==> src/rtl/dct_da_pkg.sv <==
// rtl/dct_da_pkg.sv - shared widths, FSM states and DA address helper for dct_da_ctrl
// Purpose: constants and types used by the DA DCT sequencer and its accumulator lanes.
package dct_da_pkg;

  localparam int DW      = 8;   // input sample width, signed
  localparam int ROM_W   = 17;  // ROM data width, signed Q2.14
  localparam int ACC_W   = 26;  // accumulator / coefficient width
  localparam int PLANE_W = $clog2(DW + 1);

  // Plane index of the butterfly sign bit, walked first.
  localparam logic [PLANE_W-1:0] SIGN_PLANE = PLANE_W'(DW);

  typedef enum logic [2:0] {
    IDLE,
    LOAD,
    BFLY,
    CALC,
    OUT
  } state_e;

  // p[0]..p[3] are bit j of u0..u3. The ROMs only hold the half of the table
  // with p0=0; the other half is the negated mirror image, so fold the address
  // and raise the negate flag. Returns {negate, addr[2:0]}.
  function automatic logic [3:0] da_addr_neg(input logic [3:0] p);
    logic [2:0] a;
    a = {p[1], p[2], p[3]};
    return {p[0], (p[0] ? ~a : a)};
  endfunction

endpackage

==> src/rtl/dct_da_acc.sv <==
// rtl/dct_da_acc.sv - one DA shift-accumulate lane
// Purpose: turns a ROM word into a signed term and folds it into a running
//   MSB-first bit-plane sum.
// Ports:
//   clk, rst_n   clock, asynchronous active-low reset
//   clr_i        clear accumulator (butterfly cycle)
//   en_i         accumulate this cycle (one bit plane)
//   sign_i       current plane is the sign plane
//   neg_i        negate the ROM word (folded address half)
//   rom_data_i   ROM word, signed ROM_W bits
//   acc_nxt_o    accumulator next value, lets the top capture the final sum
//                in the same edge that completes the last plane
module dct_da_acc
  import dct_da_pkg::*;
(
  input  logic             clk,
  input  logic             rst_n,
  input  logic             clr_i,
  input  logic             en_i,
  input  logic             sign_i,
  input  logic             neg_i,
  input  logic [ROM_W-1:0] rom_data_i,
  output logic [ACC_W-1:0] acc_nxt_o
);

  logic [ROM_W:0]   rom_ext;
  logic [ROM_W:0]   term;
  logic [ACC_W-1:0] term_ext;
  logic [ACC_W-1:0] acc_q;
  logic [ACC_W-1:0] acc_d;

  // One extra bit so that negating the most negative ROM word cannot wrap.
  assign rom_ext  = {rom_data_i[ROM_W-1], rom_data_i};
  assign term     = neg_i ? (-rom_ext) : rom_ext;
  assign term_ext = {{(ACC_W - ROM_W - 1){term[ROM_W]}}, term};

  always_comb begin
    acc_d = acc_q;
    if (clr_i) begin
      acc_d = '0;
    end else if (en_i) begin
      // The sign plane carries weight -2^DW; starting with -t and doubling on
      // every later plane produces that weight.
      if (sign_i) begin
        acc_d = -term_ext;
      end else begin
        acc_d = (acc_q << 1) + term_ext;
      end
    end
  end

  always_ff @(posedge clk or negedge rst_n) begin
    if (!rst_n) begin
      acc_q <= '0;
    end else begin
      acc_q <= acc_d;
    end
  end

  assign acc_nxt_o = acc_d;

endmodule

==> src/rtl/dct_da_ctrl.sv <==
// rtl/dct_da_ctrl.sv - 8-point distributed-arithmetic DCT sequencer
// Purpose: collects 8 signed samples, forms butterfly sums/differences, walks
//   the bit planes MSB-first driving 8 external coefficient ROMs, and
//   accumulates 8 DCT coefficients handed off with valid/ready.
// Ports:
//   clk, rst_n                     clock, asynchronous active-low reset
//   in_valid/in_ready/in_data      sample stream, x0 first
//   rom_cs                         chip select to all ROMs (CALC only)
//   rom_addr_even/rom_addr_odd     addresses for Z0,Z2,Z4,Z6 / Z1,Z3,Z5,Z7
//   rom_data_z0..z7                ROM read data, same-cycle
//   out_valid/out_ready            coefficient block handshake
//   coef_z0..z7                    coefficients, held until the next block
//   busy                           high outside IDLE
module dct_da_ctrl
  import dct_da_pkg::*;
(
  input  logic             clk,
  input  logic             rst_n,
  input  logic             in_valid,
  output logic             in_ready,
  input  logic [DW-1:0]    in_data,
  output logic             rom_cs,
  output logic [2:0]       rom_addr_even,
  output logic [2:0]       rom_addr_odd,
  input  logic [ROM_W-1:0] rom_data_z0,
  input  logic [ROM_W-1:0] rom_data_z1,
  input  logic [ROM_W-1:0] rom_data_z2,
  input  logic [ROM_W-1:0] rom_data_z3,
  input  logic [ROM_W-1:0] rom_data_z4,
  input  logic [ROM_W-1:0] rom_data_z5,
  input  logic [ROM_W-1:0] rom_data_z6,
  input  logic [ROM_W-1:0] rom_data_z7,
  output logic             out_valid,
  input  logic             out_ready,
  output logic [ACC_W-1:0] coef_z0,
  output logic [ACC_W-1:0] coef_z1,
  output logic [ACC_W-1:0] coef_z2,
  output logic [ACC_W-1:0] coef_z3,
  output logic [ACC_W-1:0] coef_z4,
  output logic [ACC_W-1:0] coef_z5,
  output logic [ACC_W-1:0] coef_z6,
  output logic [ACC_W-1:0] coef_z7,
  output logic             busy
);

  state_e state_q, state_d;

  logic [2:0]         sample_cnt_q;
  logic [PLANE_W-1:0] plane_q;
  logic [DW-1:0]      x_q [8];
  logic [DW:0]        s_q [4];
  logic [DW:0]        d_q [4];
  logic [ACC_W-1:0]   coef_q [8];
  logic [ACC_W-1:0]   acc_nxt [8];
  logic [ROM_W-1:0]   rom_data [8];

  logic       accept;
  logic       last_plane;
  logic [3:0] p_even, p_odd;
  logic [3:0] an_even, an_odd;

  assign accept     = in_valid & in_ready;
  assign last_plane = (plane_q == '0);

  // ---------------- FSM ----------------
  always_ff @(posedge clk or negedge rst_n) begin
    if (!rst_n) begin
      state_q <= IDLE;
    end else begin
      state_q <= state_d;
    end
  end

  always_comb begin
    state_d   = state_q;
    in_ready  = 1'b0;
    rom_cs    = 1'b0;
    out_valid = 1'b0;
    busy      = (state_q != IDLE);
    case (state_q)
      // Single idle cycle gives the ROMs their reset-sync cycle.
      IDLE: state_d = LOAD;
      LOAD: begin
        in_ready = 1'b1;
        if (accept && (sample_cnt_q == 3'd7)) begin
          state_d = BFLY;
        end
      end
      BFLY: state_d = CALC;
      CALC: begin
        rom_cs = 1'b1;
        if (last_plane) begin
          state_d = OUT;
        end
      end
      OUT: begin
        out_valid = 1'b1;
        if (out_ready) begin
          state_d = LOAD;
        end
      end
      default: state_d = IDLE;
    endcase
  end

  // ---------------- datapath ----------------
  always_ff @(posedge clk or negedge rst_n) begin
    if (!rst_n) begin
      sample_cnt_q <= '0;
      plane_q      <= '0;
      for (int i = 0; i < 8; i++) begin
        x_q[i]    <= '0;
        coef_q[i] <= '0;
      end
      for (int i = 0; i < 4; i++) begin
        s_q[i] <= '0;
        d_q[i] <= '0;
      end
    end else begin
      if (accept) begin
        x_q[sample_cnt_q] <= in_data;
        sample_cnt_q      <= sample_cnt_q + 3'd1;
      end
      if (state_q == BFLY) begin
        for (int i = 0; i < 4; i++) begin
          s_q[i] <= {x_q[i][DW-1], x_q[i]} + {x_q[7-i][DW-1], x_q[7-i]};
          d_q[i] <= {x_q[i][DW-1], x_q[i]} - {x_q[7-i][DW-1], x_q[7-i]};
        end
        plane_q <= SIGN_PLANE;
      end
      if (state_q == CALC) begin
        if (last_plane) begin
          for (int k = 0; k < 8; k++) begin
            coef_q[k] <= acc_nxt[k];
          end
        end else begin
          plane_q <= plane_q - 1'b1;
        end
      end
    end
  end

  always_comb begin
    p_even = '0;
    p_odd  = '0;
    for (int i = 0; i < 4; i++) begin
      p_even[i] = s_q[i][plane_q];
      p_odd[i]  = d_q[i][plane_q];
    end
  end

  assign an_even = da_addr_neg(p_even);
  assign an_odd  = da_addr_neg(p_odd);

  // Addresses are forced to zero outside CALC so the ROM pins stay quiet.
  assign rom_addr_even = rom_cs ? an_even[2:0] : 3'b000;
  assign rom_addr_odd  = rom_cs ? an_odd[2:0]  : 3'b000;

  assign rom_data[0] = rom_data_z0;
  assign rom_data[1] = rom_data_z1;
  assign rom_data[2] = rom_data_z2;
  assign rom_data[3] = rom_data_z3;
  assign rom_data[4] = rom_data_z4;
  assign rom_data[5] = rom_data_z5;
  assign rom_data[6] = rom_data_z6;
  assign rom_data[7] = rom_data_z7;

  for (genvar k = 0; k < 8; k++) begin : g_lane
    dct_da_acc u_acc (
      .clk        (clk),
      .rst_n      (rst_n),
      .clr_i      (state_q == BFLY),
      .en_i       (state_q == CALC),
      .sign_i     (plane_q == SIGN_PLANE),
      .neg_i      ((k % 2 == 0) ? an_even[3] : an_odd[3]),
      .rom_data_i (rom_data[k]),
      .acc_nxt_o  (acc_nxt[k])
    );
  end

  assign coef_z0 = coef_q[0];
  assign coef_z1 = coef_q[1];
  assign coef_z2 = coef_q[2];
  assign coef_z3 = coef_q[3];
  assign coef_z4 = coef_q[4];
  assign coef_z5 = coef_q[5];
  assign coef_z6 = coef_q[6];
  assign coef_z7 = coef_q[7];

endmodule

==> config.mk <==
export PLATFORM = sky130hd
export DESIGN_NAME = dct_da_ctrl
export DESIGN_NICKNAME = d
export VERILOG_FILES = /design/src/rtl/dct_da_pkg.sv /design/src/rtl/dct_da_acc.sv /design/src/rtl/dct_da_ctrl.sv
export SDC_FILE = /design/constraint.sdc
export NUM_CORES = 2
export LEC_CHECK = 0
export BUFFER_PORTS_ARGS = -buffer_cell sky130_fd_sc_hd__clkbuf_2
export CAP_MARGIN = 20
export CORE_MARGIN = 5
export CORE_UTILIZATION = 35
export DETAILED_ROUTE_END_ITERATION = 10
export PLACE_DENSITY_LB_ADDON = 0.08
export RECOVER_POWER = 50
export SKIP_LAST_GASP = 1
export SYNTH_ARGS = -nofsm -noshare
export SYNTH_HDL_FRONTEND = slang
export SYNTH_SLANG_ARGS = --single-unit
==> constraint.sdc <==
create_clock -name clk -period 6.5 [get_ports clk]
set_input_delay 1.3 -clock clk [delete_from_list [all_inputs] [get_ports clk]]
set_output_delay 1.3 -clock clk [all_outputs]
set_load 0.01 [all_outputs]
==> metrics.txt <==
status=complete, but fails checks; failing checks=capacitance limit, slew limit; DR pass1 iterations=5; Setup CP Type=flip-flop to flip-flop; Crit path largest cell delay=0.57 ns; Max Used Layer=met5; Ports=366; maximum fanout along the worst path=19; Synth cell types=90; Max Cap Viol=3; DP HPWL=99.66 mm; Startpoint Class=flip-flop; Total Nets Final=5,514; commonest non-fill, non-tap cell in the layout=nand2_1; Lkg Pwr=21.41 nW; CP required=7.00 ns; Area growth, synth to finish=15.07%; vias in the first global route=roughly 35,000; CTS Buffer Depth=3; crit path time final=5.620 ns; Starting DRT DRC Count=2,193; CTS tree=built; met3 wire len=5.931 mm; fraction of layout cells with a size suffix above 1=14.14%; DR vias/cell=approximately 5.3; Post-synth ARST share=100.0%; Horiz. Die Dim=around 350 um; initial antenna violation count=17; PortBufs=365; period utilization=86.46%; clk slew on worst S/H paths=0.06 ns; synthesized cell area=40,550 um2; Site Rows=approximately 120; GRT Residual Overflow=0; Yosys warning total=0; Worst Hold Launch=coef_z5[1]$_DFFE_PN0P_; Overall Power=29.93 mW; DRT antenna net count=0; largest net degree at the start of global routing=approximately 180; post-route DRC violation count=0; Power Density=approximately 640 nW/um2; routed via count=between 30,000 and 40,000; Mapped Cells=between 4,000 and 5,000; Max Clock Skew=0.03742 ns; gpl congestion=0.8411; Clock H-tree levels=3; met2 routed WL=62.83 mm; CP dominant cell by count=buf_4; GR Util All Layers=21.70%; Seq/Total Area, Yosys=33.94%; Max Slew Vio Count=186; Final Hold Vio Count=0; worst-skew pair later-pin latency=roughly 0.64 ns; wire length on met1=63.05 mm; die area=~120,000 um2; Avg Cell Area, Syn=8.436 um2; EDFF count, synth=0; CP arrival=around 6.1 ns; RSZ-0062 raised after global routing=false; starting density of the core=35.37%; hold crit path type=flip-flop to flip-flop; CORE AREA=between 100,000 and 150,000 um2; Die Ht=around 350 um; final wirelength=136.1 mm; CTS sink count=550; Worst Tran Pin Value=4.598 ns; FF-to-FF Start=plane_q[0]$_DFF_PN0_; critical path's slowest cell=a2111oi_0; most frequent cells in the layout=nand2_1 (682), dfrtp_1 (549), o21ai_0 (430); CTS Buf Count=74; CP Capture Type=flip-flop; fmax=177.9 MHz; cell chosen for the clock root=clkbuf_16; first-pass GRT wire length=about 210 mm; VDD IR max=0.2777 mV; PostCTS Resize Cnt=0; crit-path cells=buf_4, mux2_2, a222oi_1, buf_4, o21a_2, buf_4, nor2_1, xnor2_1, ha_1, a21o_1, a21o_1, a2111oi_0, buf_4, o31ai_1, nand4_1, a31oi_1, a221oi_1, xnor2_1, o21ai_0, nand2_1; DR WL/cell=20.45 um; count of final setup violators=0; # hold bufs at CTS=0; Crit. Startpoint=plane_q[0]$_DFF_PN0_; Slew HR=-206.5%; setup TNS=0 ns; syn nets=5,238; post-CTS setup buffer count=0; Yosys reg bits=550; dominant synthesized flop cell=dfrtp_1
==> final timing paths <==
kind	depth (start not counted)	slack, ns	end
setup / recovery	20	0.88	g_lane[7].u_acc.acc_q[24]$_DFF_PN0_
hold / removal	2	0.47	coef_z5[1]$_DFFE_PN0P_
setup reg to reg	20	0.88	g_lane[7].u_acc.acc_q[24]$_DFF_PN0_
hold reg to reg	2	0.47	coef_z5[1]$_DFFE_PN0P_
max in group asynchronous	2	1.48	g_lane[2].u_acc.acc_q[23]$_DFF_PN0_
min in group asynchronous	1	2.31	coef_z1[9]$_DFFE_PN0P_
==> final cells by class <==
| cell class | instances | area (um2) |
|---|---|---|
| clock buffer | 101 | 2086 |
| timing repair buffer | 447 | 2527 |
| multi-input combinational | 3839 | 25270 |
| sequential | 550 | 13760 |
| clock inverter | 28 | 462.9 |
| antenna | 9 | 22.52 |
| fill | 11770 | 67990 |
| tap | 1512 | 1892 |
| inverter | 171 | 641.9 |
==> worst max-delay path, delay by kind of cell, from the launching register on <==
family / cells / cell delay (ns)
compound gates: 9 / 2.56
xor+xnor: 2 / 0.43
simple gates: 3 / 0.28
fa+ha+maj: 1 / 0.29
buf+inv: 4 / 1.06
flops: 1 / 0.46
mux: 1 / 0.38
==> synth_stat cells, types with 17 or more instances <==
library cell / instances / area share [%]
nand2_1: 685 / 6.3
dfrtp_1: 550 / 34
o21ai_0: 430 / 5.3
nor2_1: 408 / 3.8
a21oi_1: 312 / 3.9
xnor2_1: 304 / 6.6
ha_1: 267 / 8.2
clkbuf_1: 199 / 1.8
xor2_1: 171 / 3.7
inv_1: 169 / 1.6
a21o_1: 133 / 2.5
mux2_2: 110 / 3.1
nor3_1: 104 / 1.3
nand3_1: 80 / 0.99
o31ai_1: 52 / 0.96
o21bai_1: 48 / 0.89
a31oi_1: 46 / 0.71
nor4_1: 42 / 0.65
or3_1: 42 / 0.65
a211oi_1: 35 / 0.65
nand2b_1: 35 / 0.54
o21a_1: 34 / 0.63
nor2b_1: 30 / 0.46
and3_1: 29 / 0.45
buf_1: 28 / 0.26
or2_2: 27 / 0.42
a22oi_1: 24 / 0.44
mux2i_1: 24 / 0.59
o211ai_1: 20 / 0.37
a22o_1: 17 / 0.37
nand4_1: 17 / 0.26
nor3b_1: 17 / 0.31
or4_1: 17 / 0.31
==> layer usage <==
layer	up-vias	GRT usage, %
li1	17560	-
met1	17010	29.29
met2	703	35.82
met3	201	3.327
met4	6	7.026
met5	-	0
==> power breakdown <==
| part | switching (mW) | internal [mW] |
|---|---|---|
| Sequential | 1.20 | 5.11 |
| Combinational | 11.4 | 7.85 |
| Clock | 1.64 | 2.71 |
| Total | 14.3 | 15.7 |
==> sequential cells by signal, indices dropped and copies added, names as in the netlist, 33 cells and up <==
register,count
g_lane.u_acc.acc_q,200
x_q,64
d_q,35
s_q,33
==> stage by stage <==
stage,setup WS [ns],area (um2),hold slack [ns],util (%),cells
after global routing,0.3349,46660,0.4943,40.69,6654
after detailed placement,0.4130,44160,0.4623,38.51,6518
after CTS,0.7743,46700,0.4759,40.74,6647
after floorplan,1.065,40550,0.4444,-,4807
final,0.8801,46660,0.4672,40.70,6657
after global placement,0.4737,44160,0.4575,38.51,6518
==> cells by family after synthesis <==
group / count (synthesis) / synth area share, %
fa+ha+maj: 283 / 9.028
compound gates: 1334 / 20.53
mux: 149 / 4.461
buf+inv: 418 / 3.996
simple gates: 1598 / 17.79
flops: 550 / 33.94
xor+xnor: 475 / 10.26
No activity file was read; power rests on OpenSTA's default activity.
